$ cat config.mk
export PLATFORM = sky130hd
export DESIGN_NAME = svarog_seq_flat
export DESIGN_NICKNAME = d
export VERILOG_FILES = /design/src/rtl/svarog.sv /design/src/rtl/svarog_seq_pkg.sv /design/src/rtl/svarog_seq_if.sv /design/src/rtl/svarog_seq.sv /design/src/flat_wrapper.sv
export SDC_FILE = /design/constraint.sdc
export NUM_CORES = 1
export LEC_CHECK = 0
export CAP_MARGIN = 20
export CORE_ASPECT_RATIO = 0.8
export CORE_MARGIN = 5
export CORE_UTILIZATION = 40
export CTS_CLUSTER_DIAMETER = 80
export DETAILED_ROUTE_END_ITERATION = 8
export PLACE_DENSITY = 0.72
export SYNTH_ARGS = -nofsm -noshare
export SYNTH_HDL_FRONTEND = slang
export SYNTH_SLANG_ARGS = --single-unit
$ cat constraint.sdc
create_clock -name clk -period 4.8 [get_ports clk]
set_clock_uncertainty 0.05 [all_clocks]
set_input_delay 0.48 -clock clk [delete_from_list [all_inputs] [get_ports clk]]
set_output_delay 0.48 -clock clk [all_outputs]
set_load 0.005 [all_outputs]
$ cat src/rtl/svarog.sv
// The svarog core is external to this repository; its bus behaviour is
// provided by the memory-style model in tb/tb_svarog_seq.sv.

$ cat src/rtl/svarog_seq_pkg.sv
// Shared types and constants for the svarog signing-job sequencer:
// FSM states, bank map of the svarog register file and job sizes.
package svarog_seq_pkg;

    typedef enum logic [3:0] {
        S_IDLE, S_LOAD, S_WR, S_WGAP, S_RUN, S_RGAP, S_BLANK,
        S_POLL, S_RD, S_RCAP, S_PUSH, S_DONE, S_ERR
    } state_e;

    // Parameter banks 0x100..0x600; results come back in banks 0x400/0x500
    localparam logic [5:0][11:0] BANK_BASE = {
        12'h600, 12'h500, 12'h400, 12'h300, 12'h200, 12'h100
    };
    localparam logic [11:0] RUN_ADDR  = 12'h000;
    localparam logic [31:0] CMD_RUN   = 32'h0000_0001;
    localparam int          N_LOAD    = 48;
    localparam int          N_RES     = 16;
    localparam logic [2:0]  SIZE_WORD = 3'd2;

    function automatic logic [11:0] load_addr(input logic [5:0] k);
        return BANK_BASE[k[5:3]] + {7'd0, k[2:0], 2'b00};
    endfunction

    function automatic logic [11:0] res_addr(input logic [3:0] j);
        return (j[3] ? BANK_BASE[4] : BANK_BASE[3]) + {7'd0, j[2:0], 2'b00};
    endfunction

endpackage

$ cat src/rtl/svarog_seq_if.sv
// Parameter/result streams plus the svarog bus, as seen from the sequencer
// (master) and from the svarog core / stream endpoints (slave).
interface svarog_seq_if #(
    parameter int DATA_SIZE = 32,
    parameter int ADDR_SIZE = 32
);
    logic                 ld_valid_i;
    logic [DATA_SIZE-1:0] ld_data_i;
    logic                 ld_ready_o;
    logic                 res_valid_o;
    logic [DATA_SIZE-1:0] res_data_o;
    logic                 res_ready_i;
    logic [ADDR_SIZE-1:0] a_o;
    logic                 c_o;
    logic                 w_o;
    logic [2:0]           s_o;
    logic [DATA_SIZE-1:0] d_o;
    logic [DATA_SIZE-1:0] d_i;
    logic                 core_ready_i;

    modport master (
        input  ld_valid_i, ld_data_i, res_ready_i, d_i, core_ready_i,
        output ld_ready_o, res_valid_o, res_data_o, a_o, c_o, w_o, s_o, d_o
    );

    modport slave (
        output ld_valid_i, ld_data_i, res_ready_i, d_i, core_ready_i,
        input  ld_ready_o, res_valid_o, res_data_o, a_o, c_o, w_o, s_o, d_o
    );
endinterface

$ cat src/rtl/svarog_seq.sv
// Sequencer for one svarog signing job: streams 48 parameter words into the
// core, issues run, waits for ready (with timeout) and streams 16 result words.
module svarog_seq
    import svarog_seq_pkg::*;
#(
    parameter int DATA_SIZE = 32,
    parameter int ADDR_SIZE = 32,
    parameter int TIMEOUT   = 2_000_000
) (
    input  logic        clk,
    input  logic        areset,
    input  logic        start_i,
    output logic        busy_o,
    output logic        done_o,
    output logic        err_o,
    output logic [31:0] cycles_o,
    svarog_seq_if.master bus
);

    localparam logic [31:0] TIMEOUT_CNT = 32'(TIMEOUT);

    state_e               state_q, state_d;
    logic [5:0]           k_q, k_d;
    logic [3:0]           j_q, j_d;
    logic                 blank_q, blank_d;
    logic [31:0]          cnt_q, cnt_d;
    logic                 err_q, err_d;
    logic [DATA_SIZE-1:0] wdata_q, wdata_d;
    logic [DATA_SIZE-1:0] rdata_q, rdata_d;

    function automatic logic [31:0] sat_inc(input logic [31:0] v);
        return (v == 32'hFFFF_FFFF) ? v : v + 32'd1;
    endfunction

    always_ff @(posedge clk) begin
        if (!areset) begin
            state_q <= S_IDLE;
            k_q     <= '0;
            j_q     <= '0;
            blank_q <= 1'b0;
            cnt_q   <= '0;
            err_q   <= 1'b0;
        end else begin
            state_q <= state_d;
            k_q     <= k_d;
            j_q     <= j_d;
            blank_q <= blank_d;
            cnt_q   <= cnt_d;
            err_q   <= err_d;
        end
    end

    // Data holding registers are only visible through state-gated outputs
    always_ff @(posedge clk) begin
        wdata_q <= wdata_d;
        rdata_q <= rdata_d;
    end

    always_comb begin
        state_d = state_q;
        k_d     = k_q;
        j_d     = j_q;
        blank_d = blank_q;
        cnt_d   = cnt_q;
        err_d   = err_q;
        wdata_d = wdata_q;
        rdata_d = rdata_q;
        unique case (state_q)
            S_IDLE: if (start_i) begin
                state_d = S_LOAD;
                k_d     = '0;
                j_d     = '0;
                cnt_d   = '0;
                err_d   = 1'b0;
            end
            S_LOAD: if (bus.ld_valid_i) begin
                wdata_d = bus.ld_data_i;
                state_d = S_WR;
            end
            S_WR:   state_d = S_WGAP;
            S_WGAP: if (k_q == 6'(N_LOAD - 1)) state_d = S_RUN;
                    else begin
                        k_d     = k_q + 6'd1;
                        state_d = S_LOAD;
                    end
            // cnt_q equals the number of cycles elapsed since the RUN cycle
            S_RUN: begin
                cnt_d   = 32'd1;
                state_d = S_RGAP;
            end
            S_RGAP: begin
                cnt_d   = sat_inc(cnt_q);
                blank_d = 1'b0;
                state_d = S_BLANK;
            end
            S_BLANK: if (cnt_q >= TIMEOUT_CNT) begin
                state_d = S_ERR;
                err_d   = 1'b1;
            end else begin
                cnt_d   = sat_inc(cnt_q);
                blank_d = 1'b1;
                if (blank_q) state_d = S_POLL;
            end
            S_POLL: if (bus.core_ready_i) state_d = S_RD;
                    else if (cnt_q >= TIMEOUT_CNT) begin
                        state_d = S_ERR;
                        err_d   = 1'b1;
                    end else cnt_d = sat_inc(cnt_q);
            S_RD:   state_d = S_RCAP;
            S_RCAP: begin
                rdata_d = bus.d_i;
                state_d = S_PUSH;
            end
            S_PUSH: if (bus.res_ready_i) begin
                if (j_q == 4'(N_RES - 1)) state_d = S_DONE;
                else begin
                    j_d     = j_q + 4'd1;
                    state_d = S_RD;
                end
            end
            S_DONE:  state_d = S_IDLE;
            S_ERR:   state_d = S_IDLE;
            default: state_d = S_IDLE;
        endcase
    end

    always_comb begin
        bus.ld_ready_o  = 1'b0;
        bus.res_valid_o = 1'b0;
        bus.res_data_o  = '0;
        bus.a_o         = '0;
        bus.c_o         = 1'b0;
        bus.w_o         = 1'b0;
        bus.s_o         = SIZE_WORD;
        bus.d_o         = '0;
        busy_o          = (state_q != S_IDLE);
        done_o          = 1'b0;
        case (state_q)
            S_LOAD: bus.ld_ready_o = 1'b1;
            S_WR: begin
                bus.c_o = 1'b1;
                bus.w_o = 1'b1;
                bus.a_o = ADDR_SIZE'(load_addr(k_q));
                bus.d_o = wdata_q;
            end
            S_RUN: begin
                bus.c_o = 1'b1;
                bus.w_o = 1'b1;
                bus.a_o = ADDR_SIZE'(RUN_ADDR);
                bus.d_o = DATA_SIZE'(CMD_RUN);
            end
            S_RD: begin
                bus.c_o = 1'b1;
                bus.a_o = ADDR_SIZE'(res_addr(j_q));
            end
            S_PUSH: begin
                bus.res_valid_o = 1'b1;
                bus.res_data_o  = rdata_q;
            end
            S_DONE:  done_o = 1'b1;
            default: ;
        endcase
    end

    assign err_o    = err_q;
    assign cycles_o = cnt_q;

endmodule

$ cat src/flat_wrapper.sv
// flat-port wrapper written by rule: the top's interface ports become plain ports
module svarog_seq_flat import svarog_seq_pkg::*;
#(
    parameter int DATA_SIZE = 32,
    parameter int ADDR_SIZE = 32,
    parameter int TIMEOUT   = 2_000_000
)
  (clk, areset, start_i, busy_o, done_o, err_o, cycles_o, bus_ld_valid_i, bus_ld_data_i, bus_res_ready_i, bus_d_i, bus_core_ready_i, bus_ld_ready_o, bus_res_valid_o, bus_res_data_o, bus_a_o, bus_c_o, bus_w_o, bus_s_o, bus_d_o);
  svarog_seq_if #(.DATA_SIZE(DATA_SIZE), .ADDR_SIZE(ADDR_SIZE)) bus_i ();
  input  logic clk;
  input  logic areset;
  input  logic start_i;
  output logic busy_o;
  output logic done_o;
  output logic err_o;
  output logic [31:0] cycles_o;
  input wire logic [$bits(bus_i.ld_valid_i)-1:0] bus_ld_valid_i;
  input wire logic [$bits(bus_i.ld_data_i)-1:0] bus_ld_data_i;
  input wire logic [$bits(bus_i.res_ready_i)-1:0] bus_res_ready_i;
  input wire logic [$bits(bus_i.d_i)-1:0] bus_d_i;
  input wire logic [$bits(bus_i.core_ready_i)-1:0] bus_core_ready_i;
  output wire logic [$bits(bus_i.ld_ready_o)-1:0] bus_ld_ready_o;
  output wire logic [$bits(bus_i.res_valid_o)-1:0] bus_res_valid_o;
  output wire logic [$bits(bus_i.res_data_o)-1:0] bus_res_data_o;
  output wire logic [$bits(bus_i.a_o)-1:0] bus_a_o;
  output wire logic [$bits(bus_i.c_o)-1:0] bus_c_o;
  output wire logic [$bits(bus_i.w_o)-1:0] bus_w_o;
  output wire logic [$bits(bus_i.s_o)-1:0] bus_s_o;
  output wire logic [$bits(bus_i.d_o)-1:0] bus_d_o;
  assign bus_i.ld_valid_i = bus_ld_valid_i;
  assign bus_i.ld_data_i = bus_ld_data_i;
  assign bus_i.res_ready_i = bus_res_ready_i;
  assign bus_i.d_i = bus_d_i;
  assign bus_i.core_ready_i = bus_core_ready_i;
  assign bus_ld_ready_o = bus_i.ld_ready_o;
  assign bus_res_valid_o = bus_i.res_valid_o;
  assign bus_res_data_o = bus_i.res_data_o;
  assign bus_a_o = bus_i.a_o;
  assign bus_c_o = bus_i.c_o;
  assign bus_w_o = bus_i.w_o;
  assign bus_s_o = bus_i.s_o;
  assign bus_d_o = bus_i.d_o;
  svarog_seq #(.DATA_SIZE(DATA_SIZE), .ADDR_SIZE(ADDR_SIZE), .TIMEOUT(TIMEOUT)) u_core (.clk(clk), .areset(areset), .start_i(start_i), .busy_o(busy_o), .done_o(done_o), .err_o(err_o), .cycles_o(cycles_o), .bus(bus_i));
endmodule
==> metrics.cfg, run 1 <==
[run_status]
status = finished clean

[logic_synthesis]
synth_top_family_by_area = simple AND/OR/NAND/NOR gates
yosysMostFrequentCell = and2_1
yosys.area_share.simple = 0.270
synth_flop_cell = edfxtp_1
synth_area_leaders = edfxtp_1 (33%), dfxtp_1 (18%), and2_1 (7.1%), buf_4 (3.8%), a21oi_1 (2.9%)
synthCells = 580
syn-mean-instance-area_sq_um = 9.96
netlist_area_sq_um = 5780
yosys-top-cells-count = and2_1 (66), edfxtp_1 (64), dfxtp_1 (51), nor2_1 (37), a21oi_1 (33)
yosys.area.top_type = edfxtp_1
synth-xor-area-share = 0.0152
synthArstFlopShare = 0
synthAdderAreaFrac = 0.0108
ys_ff_latch = 115
yosysSeqAreaShare = 0.509
yosysWarnings = 0
synth.area.mux_share = 0.00173
synth-edff-count = 64
yosysTopAreaCellShare = 0.333
synth_compound_area_frac = 0.119
ys_types = 69

[worst_setup_path]
r2r_slack_ns = 1.71
path_max_fanout = 19
cp.required_ns = 4.27
endpoint_kind = output port
worst_path_max_delay_cell = dfxtp_1
slowest_delay_ns = 0.73
worstPathArrival_ns = 3.01
crit_chain = clkinv_1 -> nor2_1 -> a22oi_1 -> nor3_1 -> clkdlybuf4s50_1
path_class = flop to output port
start_kind = flop
reg2reg_depth = 10
rr_startpoint = u_core.state_q[0]

[pwr]
irDropWorstVdd_mv = 0.258
p_per_area_nw_per_um2 = 362
switching_share = 0.271
p_sw_w = 0.000803
clockPowerShare = 0.414
p_leak_nw = 2.87
combPwrFrac = 0.195
p_seq_frac = 0.391
power.internal_w = 0.00216

[clock_network]
clock_path_buffers = 2
cts_tree = built
clk_pin_slew_worst_paths_ns = 0.05
cts_resized = 0
hold_buffers = 0
clk_latency_ns = 0.41
cts_root_buf = clkbuf_16
clock_sinks = 115
h-tree-depth = 4
cts-buffers-inserted = 17
cts_setup_buffers = 0

[sta]
fin_setup_tns_ns = 0
maxSlewHeadroom = 0.402
fmaxAchievable_ghz = 0.282
hold_viol = 0
period_needed_ns = 3.54
timing.final.crit_share = 0.738
maxSlewViolCount = 0
setup_viol = 0
rsz0062_at_grt = false
tightest_slew_ns = 0.896

[placed_design]
dp_hpwl_um = 11800
gp_congestion = 0.882
portBuffers = 178

[layout]
area_growth_pct = 41.7
insertedDiodeCount = 0
nets = 829
drive_above_1_share = 0.0769
fin_util = 0.577

[routing]
vias = 5073
routed_wl_um = 16100
drt_iter0_markers = 372
ant_nets = 0
dr.pass1.iters = 5
avgViaCountPerCell = 5.33
remaining_drc_errors = 0
wl_per_cell_um = 17.0

[global_route]
grtUsageTotal = 0.184
grt_pass1_vias = 4791
grt_max_degree = 37
grt_pass1_wl_um = 25000
antenna_found_initial = 0
grt_overflow = 0

[die]
ioPinCount = 208
die_area_sq_um = 17000
core_area_sq_um = 14200
die_w_um = 144
fp-row-count = 39
dieHeight_um = 117
start_util = 0.407

[min_path]
hp-class = flop to flop
min_to = u_core.j_q[0]
whs_path_depth = 2
hold_start = u_core.j_q[0]

[run]
cap_violations = 0

==> registers in the layout, indices dropped and copies added (netlist names), named ones only <==
signal / cells
u_core.j_q: 4
u_core.k_q: 6
u_core.err_o: 1
u_core.blank_q: 1
u_core.cycles_o: 32
u_core.rdata_q: 32
u_core.wdata_q: 32
u_core.state_q: 4
==> worst max path at each step <==
stage	startpoint	end
2_1_floorplan	u_core.state_q[0]	u_core.rdata_q[0]
3_3_place_gp	u_core.state_q[3]	bus_a_o[3]
3_5_place_dp	u_core.state_q[3]	bus_a_o[3]
4_1_cts	u_core.state_q[3]	bus_a_o[3]
5_1_grt	u_core.state_q[3]	bus_a_o[3]
6_report	u_core.state_q[3]	bus_a_o[3]
==> routing by layer <==
metal,up-vias,track usage,wire [um]
li1,2431,-,-
met5,-,0,0
met1,2410,0.236,6870
met2,210,0.299,7910
met3,22,0.0528,1130
met4,0,0.0594,236
==> final cells by class <==
cell class | count | area (sq um)
clock inverter | 15 | 163
tap | 184 | 230
sequential | 115 | 2940
inverter | 14 | 52.6
timing repair buffer | 186 | 1840
multi-input combinational | 420 | 2530
fill | 1217 | 6010
clock buffer | 17 | 425
==> metrics by stage <==
step           area, sq um  hold slack (ns)  cells  total power (W)  setup WS, ns
6_report              8190            0.472    951          0.00296          1.26
5_1_grt               8190            0.500    951          0.00310          1.11
4_1_cts               8190            0.465    951          0.00299          1.31
3_5_place_dp          7600            0.458    919          0.00176          1.76
3_3_place_gp          7600            0.426    919          0.00175          1.84
2_1_floorplan         5880            0.413    607          0.00147         0.902
==> worst max-delay path, delay by kind of cell, from the launching register on <==
kind            cells  cell delay [ns]
flops               1             0.73
simple gates        2             0.69
buf+inv             2             1.07
compound gates      1             0.11
==> power groups by stage <==
stage / Clock (W) / Sequential (W) / Combinational [W]
floorplan: 0 / 0.00114 / 0.000335
global placement: 0 / 0.00118 / 0.000570
detailed placement: 0 / 0.00118 / 0.000579
CTS: 0.00125 / 0.00116 / 0.000582
global route: 0.00130 / 0.00117 / 0.000632
finish: 0.00123 / 0.00116 / 0.000578
==> cell families after synthesis <==
kind of cell / count (synthesis)
DFF: 115
other: 2
adders and majority gates: 5
muxes: 1
xor gates and xnor gates: 10
AOI/OAI and AO/OA: 106
buffers and inverters: 72
and+or+nand+nor: 269
==> cells in the final DEF, fill, tap and decap left out, types with 5 or more instances in the layout <==
| master | count |
|---|---|
| nand4_1 | 25 |
| xor2_1 | 8 |
| nor2_1 | 37 |
| or4_1 | 8 |
| inv_1 | 13 |
| clkinv_4 | 8 |
| a22oi_1 | 6 |
| o21ai_0 | 24 |
| nor3_1 | 12 |
| clkdlybuf4s50_1 | 178 |
| edfxtp_1 | 64 |
| buf_4 | 8 |
| and3_1 | 11 |
| o31ai_1 | 5 |
| a21oi_1 | 33 |
| dfxtp_1 | 51 |
| nand3b_1 | 6 |
| a31oi_1 | 7 |
| nand3_1 | 30 |
| or3_1 | 7 |
| ha_1 | 5 |
| clkbuf_16 | 17 |
| nand2_1 | 27 |
| and2_1 | 66 |
| nor4_1 | 7 |
| conb_1 | 29 |
Note: power is estimated with default switching activity, not from simulation.
==> inputs of run 2 (changes only) <==
Clock period 4.8 ns to 3.3 ns, I/O delays scaled along.
==> metrics.cfg, run 2 (same netlist as run 1, synthesis figures left out) <==
[run_status]
status = finished clean

[layout]
drive_above_1_share = 0.0754
area_growth_pct = 42.6
insertedDiodeCount = 0
multi_input_area_sq_um = 2540
nFillCells = 1222
layout_common_cells = clkdlybuf4s50_1 (178), and2_1 (66), edfxtp_1 (64)
layout_commonest_cell = clkdlybuf4s50_1
nets = 831
ff_latch_area_sq_um = 2940
final-instance-count-excl-fill = 953

[placed_design]
placedCellCount = 921
portBuffers = 178
dp_hpwl_um = 11600
gp_congestion = 0.920
place_ws_ns = 0.476

[clock_network]
cts_root_buf = clkbuf_16
clk_latency_ns = 0.42
cts_tree = built
clock_path_buffers = 2
clock_sinks = 115
h-tree-depth = 4
cts-buffers-inserted = 17
clk_pin_slew_worst_paths_ns = 0.05

[sta]
tightest_slew_ns = 0.774
maxSlewViolCount = 0
timing.final.crit_share = 0.901
rsz0062_at_grt = false
whs_ns = 0.420
fmaxAchievable_ghz = 0.336
period_needed_ns = 2.97
fin_setup_tns_ns = 0
worst_slack_ns = 0.327
maxSlewHeadroom = 0.484
hold_viol = 0
setup_viol = 0

[die]
core_area_sq_um = 14200
ioPinCount = 208
fp-row-count = 39
die_w_um = 144
dieHeight_um = 117
start_util = 0.407
die_area_sq_um = 17000

[global_route]
antenna_found_initial = 0
grt_pass1_vias = 4996
grtUsageTotal = 0.192
grt_overflow = 0
grt_pass1_wl_um = 26200
grt_max_degree = 37

[pwr]
p_per_area_nw_per_um2 = 541
p_leak_nw = 2.89
p_total_w = 0.00445
irDropWorstVdd_mv = 0.365

[worst_setup_path]
path_max_fanout = 10
startpoint = u_core.state_q[3]
r2r_slack_ns = 0.51
slowest_delay_ns = 0.58
reg2reg_depth = 6
worstPathArrival_ns = 2.59
crit_family = buffers and inverters
start_kind = flop
rr_startpoint = u_core.cycles_o[4]
path_depth = 5
worst-path-buf-inv = 2
path_class = flop to output port
cp.required_ns = 2.92
crit_chain = clkinv_1 -> nor2_1 -> a22oi_1 -> nor3_1 -> clkdlybuf4s50_1
worst_path_max_delay_cell = clkdlybuf4s50_1
endpoint_kind = output port

[routing]
ant_nets = 0
remaining_drc_errors = 0
dr.pass1.iters = 5
vias = 5156
routed_wl_um = 16200
drt_iter0_markers = 323
wl_per_cell_um = 17.0
avgViaCountPerCell = 5.41

[min_path]
whs_path_depth = 1
hold_start = bus_ld_data_i[8]
hp-class = input port to flop

[run]
cap_violations = 0

-- run 2: per-layer routing --
metal | vias up | global-route usage | part of all wire | routed length (um)
met1 | 2424 | 0.249 | 0.41 | 6580
met5 | - | 0 | 0 | 0
li1 | 2432 | - | - | -
met4 | 0 | 0.0734 | 0.020 | 323
met3 | 31 | 0.0739 | 0.11 | 1800
met2 | 269 | 0.290 | 0.46 | 7490
-- run 2: stage by stage --
step,util,area (sq um)
5_1_grt,0.580,8240
2_1_floorplan,-,5880
3_5_place_dp,0.537,7620
6_report,0.580,8240
3_3_place_gp,0.537,7620
4_1_cts,0.580,8230
-- run 2: repair_timing --
item	4_1_cts	5_1_grt
setup buffers	0	0
gates resized for setup	0	1
setup endpoints to repair	0	2
hold buffers	0	0
-- run 2: power breakdown --
part / switching [W] / leakage, nW / internal [W] / total, W
Clock: 0.000656 / 0.289 / 0.00126 / 0.00191
Combinational: 0.000432 / 1.61 / 0.000433 / 0.000865
Sequential: 0.0000667 / 0.992 / 0.00161 / 0.00167
-- run 2: final timing paths --
check,to
setup / recovery,bus_a_o[2]
hold / removal,u_core.wdata_q[8]
setup reg to reg,u_core.cycles_o[3]
hold reg to reg,u_core.j_q[1]
-- run 2: final cells by class --
type,count,area share
Clock inverter,14,0.0225
Sequential cell,115,0.357
Clock buffer,18,0.0521
Tap cell,184,0.0280
Inverter,14,0.00638
Timing Repair Buffer,188,0.225
Multi-Input combinational cell,420,0.308
-- run 2: worst register-to-register path, stage by stage, from the launching register on --
cell and delay [ns]:
dfxtp_1 0.48, nand4_1 0.32, nor4_4 0.59, nand3_1 0.60, a41oi_1 0.42, o21ai_0 0.11, a21oi_1 0.15
